**src/rtl/cache_fill_ctrl.sv**
```systemverilog
// Cache-line miss-fill controller: latches miss line/way, streams word requests, commits tag.
// Optional critical-word-first ordering via `define CRITICAL_WORD_FIRST_EN.
module cache_fill_ctrl #(
  parameter int ADDR_W         = 16,
  parameter int WORD_BYTES     = 2,
  parameter int WORDS_PER_LINE = 8,
  parameter int NUM_WAYS       = 2
) (
  input  logic                      clk,
  input  logic                      rst,
  input  logic                      miss_detected,
  input  logic [ADDR_W-1:0]         miss_address,
  input  logic [NUM_WAYS-1:0]       victim_way,
  input  logic                      memory_data_valid,
  output logic                      fsm_busy,
  output logic                      mem_req_valid,
  output logic [ADDR_W-1:0]         memory_address,
  output logic                      write_data_array,
  output logic [WORDS_PER_LINE-1:0] word_sel,
  output logic                      write_tag_array,
  output logic [NUM_WAYS-1:0]       fill_way,
  output logic                      fill_done,
  output logic                      crit_word_ready
);

  localparam int BYTE_W = $clog2(WORD_BYTES);
  localparam int OFF_W  = $clog2(WORDS_PER_LINE);
  localparam int CNT_W  = OFF_W + 1;

  localparam logic [ADDR_W-1:0] LINE_MASK =
    ~((ADDR_W'(1) << (OFF_W + BYTE_W)) - ADDR_W'(1));
  localparam logic [CNT_W-1:0] WPL_C  = CNT_W'(WORDS_PER_LINE);
  localparam logic [CNT_W-1:0] LAST_C = CNT_W'(WORDS_PER_LINE - 1);

  typedef enum logic [1:0] {
    IDLE,
    FILL,
    COMMIT
  } state_e;

  state_e              state_q, state_d;
  logic [CNT_W-1:0]    issue_q, issue_d;
  logic [CNT_W-1:0]    ret_q, ret_d;
  logic [ADDR_W-1:0]   base_q, base_d;
  logic [OFF_W-1:0]    start_q, start_d;
  logic [NUM_WAYS-1:0] way_q, way_d;
  logic [OFF_W-1:0]    req_off;
  logic [OFF_W-1:0]    ret_off;
  logic [OFF_W-1:0]    miss_off;

  // Offsets wrap inside the line; the base keeps only the line-aligned bits.
  assign req_off = start_q + issue_q[OFF_W-1:0];
  assign ret_off = start_q + ret_q[OFF_W-1:0];

`ifdef CRITICAL_WORD_FIRST_EN
  assign miss_off = miss_address[OFF_W+BYTE_W-1:BYTE_W];
`else
  assign miss_off = '0;
`endif

  always_ff @(posedge clk) begin
    if (rst) begin
      state_q <= IDLE;
      issue_q <= '0;
      ret_q   <= '0;
      base_q  <= '0;
      start_q <= '0;
      way_q   <= '0;
    end else begin
      state_q <= state_d;
      issue_q <= issue_d;
      ret_q   <= ret_d;
      base_q  <= base_d;
      start_q <= start_d;
      way_q   <= way_d;
    end
  end

  always_comb begin
    state_d          = state_q;
    issue_d          = issue_q;
    ret_d            = ret_q;
    base_d           = base_q;
    start_d          = start_q;
    way_d            = way_q;
    fsm_busy         = 1'b0;
    mem_req_valid    = 1'b0;
    memory_address   = '0;
    write_data_array = 1'b0;
    word_sel         = '0;
    write_tag_array  = 1'b0;
    fill_way         = '0;
    fill_done        = 1'b0;
    crit_word_ready  = 1'b0;

    unique case (state_q)
      IDLE: begin
        fsm_busy = miss_detected;
        if (miss_detected) begin
          state_d = FILL;
          issue_d = '0;
          ret_d   = '0;
          base_d  = miss_address & LINE_MASK;
          start_d = miss_off;
          way_d   = victim_way;
        end
      end
      FILL: begin
        fsm_busy = 1'b1;
        fill_way = way_q;
        if (issue_q < WPL_C) begin
          mem_req_valid  = 1'b1;
          memory_address = base_q | (ADDR_W'(req_off) << BYTE_W);
          issue_d        = issue_q + CNT_W'(1);
        end
        if (memory_data_valid) begin
          write_data_array = 1'b1;
          word_sel         = WORDS_PER_LINE'(1) << ret_off;
          ret_d            = ret_q + CNT_W'(1);
`ifdef CRITICAL_WORD_FIRST_EN
          crit_word_ready  = (ret_q == '0);
`endif
          if (ret_q == LAST_C) begin
            state_d = COMMIT;
          end
        end
      end
      COMMIT: begin
        fsm_busy        = 1'b1;
        fill_way        = way_q;
        write_tag_array = 1'b1;
        fill_done       = 1'b1;
        state_d         = IDLE;
      end
      default: begin
        state_d = IDLE;
      end
    endcase

    // Reset wins combinationally too: nothing is written in the reset cycle.
    if (rst) begin
      fsm_busy         = 1'b0;
      mem_req_valid    = 1'b0;
      memory_address   = '0;
      write_data_array = 1'b0;
      word_sel         = '0;
      write_tag_array  = 1'b0;
      fill_way         = '0;
      fill_done        = 1'b0;
      crit_word_ready  = 1'b0;
    end
  end

endmodule
```
**config.mk**
```make
export PLATFORM = sky130hd
export DESIGN_NAME = cache_fill_ctrl
export DESIGN_NICKNAME = d
export VERILOG_FILES = /design/src/rtl/cache_fill_ctrl.sv
export SDC_FILE = /design/constraint.sdc
export NUM_CORES = 1
export LEC_CHECK = 0
export ABC_AREA = 1
export CAP_MARGIN = 20
export CORE_MARGIN = 5
export CORE_UTILIZATION = 45
export CTS_CLUSTER_SIZE = 40
export DETAILED_ROUTE_END_ITERATION = 16
export GPL_ROUTABILITY_DRIVEN = 0
export PLACE_DENSITY = 0.82
export RECOVER_POWER = 50
export SYNTH_ARGS = -nofsm -noshare
export SYNTH_HDL_FRONTEND = slang
export SYNTH_SLANG_ARGS = --single-unit
```
**constraint.sdc**
```tcl
create_clock -name clk -period 4 [get_ports clk]
set_input_delay 0.4 -clock clk [delete_from_list [all_inputs] [get_ports clk]]
set_output_delay 0.4 -clock clk [all_outputs]
set_load 0.05 [all_outputs]
```
==> results of run 1 <==
flip-flops by register name, indices dropped and copies added (netlist names):
register  count
base_q       12
ret_q         4
issue_q       4
state_q       2
way_q         2
cell type report:
type,instances,area share (%)
Clock buffer,3,1.184
Clock inverter,1,1.579
Inverter,40,7.895
Multi-Input combinational cell,138,36.78
Sequential cell,24,25.26
Tap cell,33,2.171
Timing Repair Buffer,48,25.13
worst paths after layout:
path	from	endpoint	slack (ns)	cells past startpoint
worst max-delay path	state_q[0]	fsm_busy	0.80	7
worst min-delay path	base_q[9]	base_q[9]	0.46	2
worst max register to register	state_q[0]	issue_q[2]	1.49	9
worst min register to register	base_q[9]	base_q[9]	0.46	2
per-stage QoR:
step / total power (W) / instance area (um2) / hold WS [ns]
after floorplan: 0.0007463 / 1393 / 0.4295
after global placement: 0.0008526 / 1856 / 0.4379
after detailed placement: 0.0008639 / 1856 / 0.4422
after CTS: 0.001040 / 1908 / 0.4616
after global routing: 0.001110 / 1902 / 0.4906
final: 0.001020 / 1902 / 0.4604
kinds of logic (layout without fill, tap and decap cells):
kind of cell | count (synthesis) | in the layout | synth area share (%)
AND/OR/NAND/NOR | 88 | 88 | 26.04
buffers and inverters | 49 | 92 | 14.87
AO/OA/AOI/OAI | 36 | 36 | 13.42
flip-flops | 24 | 24 | 34.59
adder cells (fa/ha/maj) | 12 | 12 | 10.81
other | 1 | 2 | 0.2700
where the power goes:
| part | internal [W] | switching [W] |
|---|---|---|
| clock | 0.000101 | 0.0000732 |
| combinational | 0.000162 | 0.000340 |
| sequential | 0.000304 | 0.0000394 |
critical path, cell delays in order (launching register included):
cell             delay, ns
dfxtp_1               0.44
inv_1                 0.11
ha_1                  0.23
nand2_1               0.55
inv_1                 0.20
o21ai_0               0.21
inv_1                 0.06
clkdlybuf4s50_1       0.69
per-layer routing:
metal	wire [um]	GRT usage [%]
met1	1368	17.22
met2	1523	26.04
met3	65	2.393
met4	41	5.699
met5	0	0
cells in the mapped netlist (3+ instances only):
cell and number:
dfxtp_1 24, buf_2 3, o21ai_0 15, ha_1 12
nor2_1 41, nand2_1 33, inv_1 38, buf_4 3
nand3_1 9, a21oi_1 19
==> results.cfg, run 1 <==
[route]
route.detailed.drc = 0
dr.pass1.iters = 4
drtIter0Drc = 58
routedWlPerCell_um = 10.45
ant_nets = 0
vias = 1320
vias_per_cell = 4.599
drt_wl_total_um = 2999

[floorplanning]
die_h_um = 65.56
coreArea_um2 = 3003
core.rowCount = 20
die_area_um2 = 4297
initial_core_util_pct = 46.25
pin_count = 54
fp.dieW_um = 65.56

[synthesis]
synth.area.top_cells = dfxtp_1, nor2_1, ha_1
synth_ff_type = dfxtp_1
syn_area_per_cell_um2 = 6.613
synth_area_leader_cell = dfxtp_1
ys_ff_latch = 24
synthesis.area_um2 = 1389
ys_warn_count = 0
ys_types = 20
synth_edf_count = 0
synthCells = 210
synth_seq_area_share_pct = 34.59
synth_top_area_share_pct = 34.59
synthArstFlopShare_pct = 0

[cells_and_area]
area_delta_synth_final_pct = 36.94
mostFrequentLayoutCell = clkdlybuf4s50_1
diodes = 0
multi_input_area_um2 = 699.4
postLayoutCoreUtil_pct = 63.33
regArea_um2 = 480.5
mostFrequentLayoutCells = clkdlybuf4s50_1, nor2_1, inv_1
nets = 289
instances_no_fill = 287
drive_gt1_share_pct = 3.543
fillCellCount = 290

[global_route]
overflow = 0
grt_pass1_wl_um = 5099
grt_max_degree = 29
grt_pass1_vias = 1277
antenna_found_initial = 0
grt.total_usage_pct = 14.58

[power]
peakVddDrop_v = 0.0003792
p_leak_nw = 0.8286
power_density_nw_per_um2 = 536.4

[timing]
max_freq_mhz = 312.8
period_needed_ns = 3.197
worstMarginPinSlew_ns = 1.194
maxSlewViolCount = 0
setup_viol = 0
fin_setup_tns_ns = 0
rsz0062_at_grt = false
hold_viol = 0
timing.final.crit_share_pct = 79.93
layout_setup_ws_ns = 0.8027
finalClockSkew_ns = 0.004977
maxSlewHeadroom_pct = 19.59

[job]
drv_cap = 0

[clocking]
cts.sinks = 24
post_cts_buffers = 0
cts_buffers = 3
max-clock-path-buffers = 2
cts_resized = 0
cts_hold_buffers = 0
clk_latency_ns = 0.32
cts_tree = built
root_buffer = clkbuf_4
htreeDepth = 1
cts.clk_slew.worst_paths_ns = 0.13

[worst_setup_path]
cp.required_ns = 3.60
cp.arrival_ns = 2.80
cp-start-kind = flip-flop
cp_max_fo = 28
critPathCaptureType = output port
criticalPathCategory = reg -> out

[status]
status = finished, final reports clean

[placement]
numPortBuffers = 47
placedCellCount = 283
post-place-ws_ns = 1.069
place_hpwl_um = 2295

[hold_path]
hold_class = reg -> reg
No activity file was read; power rests on OpenSTA's default activity.
==> run 2, diff against run 1 <==
--- a/config.mk
+++ b/config.mk
@@ -8,11 +8,11 @@
 export ABC_AREA = 1
 export CAP_MARGIN = 20
 export CORE_MARGIN = 5
-export CORE_UTILIZATION = 45
+export CORE_UTILIZATION = 39
 export CTS_CLUSTER_SIZE = 40
 export DETAILED_ROUTE_END_ITERATION = 16
 export GPL_ROUTABILITY_DRIVEN = 0
-export PLACE_DENSITY = 0.82
+export PLACE_DENSITY = 0.76
 export RECOVER_POWER = 50
 export SYNTH_ARGS = -nofsm -noshare
 export SYNTH_HDL_FRONTEND = slang
==> constraint.sdc (replaced) <==
create_clock -name clk -period 2.7 [get_ports clk]
set_input_delay 0.27 -clock clk [delete_from_list [all_inputs] [get_ports clk]]
set_output_delay 0.27 -clock clk [all_outputs]
set_load 0.05 [all_outputs]
==> results.cfg, run 2 (synthesis gave the netlist of run 1 again) <==
[worst_setup_path]
cpLargestDelayFamily = buffers and inverters
crit_cells = 5
cp-start-kind = flip-flop
cp.required_ns = 2.43
cp.arrival_ns = 2.20
crit_slowest_cell = clkdlybuf4s50_1
crit_top_cell = inv_1
rr_startpoint = state_q[0]
reg2reg_slack_ns = 0.66
worstPathCellList = inv_1, ha_1, inv_1, nor3_1, clkdlybuf4s50_1
cp_max_fo = 4
regToRegEndpoint = issue_q[2]
critPathCaptureType = output port
criticalPathCategory = reg -> out
crit_buf_inv = 3
reg2reg_depth = 9
critical_path.max_stage_delay_ns = 0.87

[global_route]
grt_pass1_vias = 1218
grt.total_usage_pct = 12.71
overflow = 0
antenna_found_initial = 0
grt_pass1_wl_um = 5237
grt_max_degree = 29

[clocking]
post_cts_buffers = 0
cts_tree = built
clk_latency_ns = 0.31
cts_resized = 0
htreeDepth = 1
cts_buffers = 3
root_buffer = clkbuf_4
cts.clk_slew.worst_paths_ns = 0.13
cts_hold_buffers = 0
max-clock-path-buffers = 2
cts.sinks = 24

[cells_and_area]
final_area_um2 = 2009
regMostFlops = base_q
nets = 288
postLayoutCoreUtil_pct = 59.28
drive_gt1_share_pct = 12.25
mostFrequentLayoutCells = nor2_1, inv_1, nand2_1
largest_reg_flops = 12
mostFrequentLayoutCell = nor2_1
diodes = 0
instances_no_fill = 299
top_regs = base_q x12, issue_q x4, ret_q x4
area_delta_synth_final_pct = 44.68

[floorplanning]
fp.dieW_um = 69.68
die_area_um2 = 4855
initial_core_util_pct = 40.97
pin_count = 54
coreArea_um2 = 3390
die_h_um = 69.68
core.rowCount = 21

[route]
drt_wl_total_um = 3072
vias = 1370
vias_per_cell = 4.582
dr.pass1.iters = 4
ant_nets = 0
route.detailed.drc = 0
drtIter0Drc = 65
routedWlPerCell_um = 10.27

[power]
p_leak_nw = 0.8897
power_density_nw_per_um2 = 735.9
peakVddDrop_v = 0.0004360

[timing]
maxSlewViolCount = 0
hold_viol = 0
period_needed_ns = 2.470
worstMarginPinSlew_ns = 0.7480
max_freq_mhz = 404.8
holdWs_ns = 0.4611
setup_viol = 0
fin_setup_tns_ns = 0
timing.final.crit_share_pct = 91.49
finalClockSkew_ns = 0.009807
maxSlewHeadroom_pct = 49.80
rsz0062_at_grt = false

[placement]
placed_cell_area_um2 = 1989
placedCellCount = 295
numPortBuffers = 47
place_hpwl_um = 2405

[job]
drv_cap = 0

[hold_path]
hold_depth = 2
hold_class = reg -> reg
hp-start = base_q[4]
hold_end = base_q[4]

[status]
status = finished, final reports clean
## run 2: worst max path at each step
stage                            end  slack [ns]       start
finish              write_data_array        0.23  state_q[1]
global route        write_data_array        0.07  state_q[1]
CTS                      fill_way[1]        0.25  state_q[0]
detailed placement  write_data_array        0.36         rst
global placement    write_data_array        0.38         rst
floorplan                word_sel[0]        0.16  state_q[1]
## run 2: report_power, final
| part | internal, W | total [W] | switching [W] |
|---|---|---|---|
| Combinational | 0.000269 | 0.000784 | 0.000515 |
| Clock | 0.0000824 | 0.000186 | 0.000103 |
| Sequential | 0.000450 | 0.000509 | 0.0000584 |
## run 2: metrics by stage
stage                     setup slack, ns  total power, W
after floorplan                    0.1616        0.001106
after global placement             0.3776        0.001299
after detailed placement           0.3619        0.001315
after CTS                          0.2527        0.001504
after global routing              0.06851        0.001614
final                              0.2298        0.001479
## run 2: routing by layer
metal / GRT usage, % / routed length [um]
met1: 14.17 / 1337
met5: 0 / 0
met2: 23.20 / 1548
met3: 3.188 / 109
met4: 4.468 / 77
## run 2: worst min-delay path: cells and delay by family, from the launching register on
kind / cells / cell delay [ns]
buffers and inverters: 1 / 0.06
flip-flops: 1 / 0.32
AO/OA/AOI/OAI: 1 / 0.05
## run 2: final cells by class
class	count	area, um2
sequential	24	480.5
multi-input combinational	138	696.9
tap	46	57.56
inverter	40	150.1
clock buffer	4	36.28
fill	325	1380
timing repair buffer	47	588.1
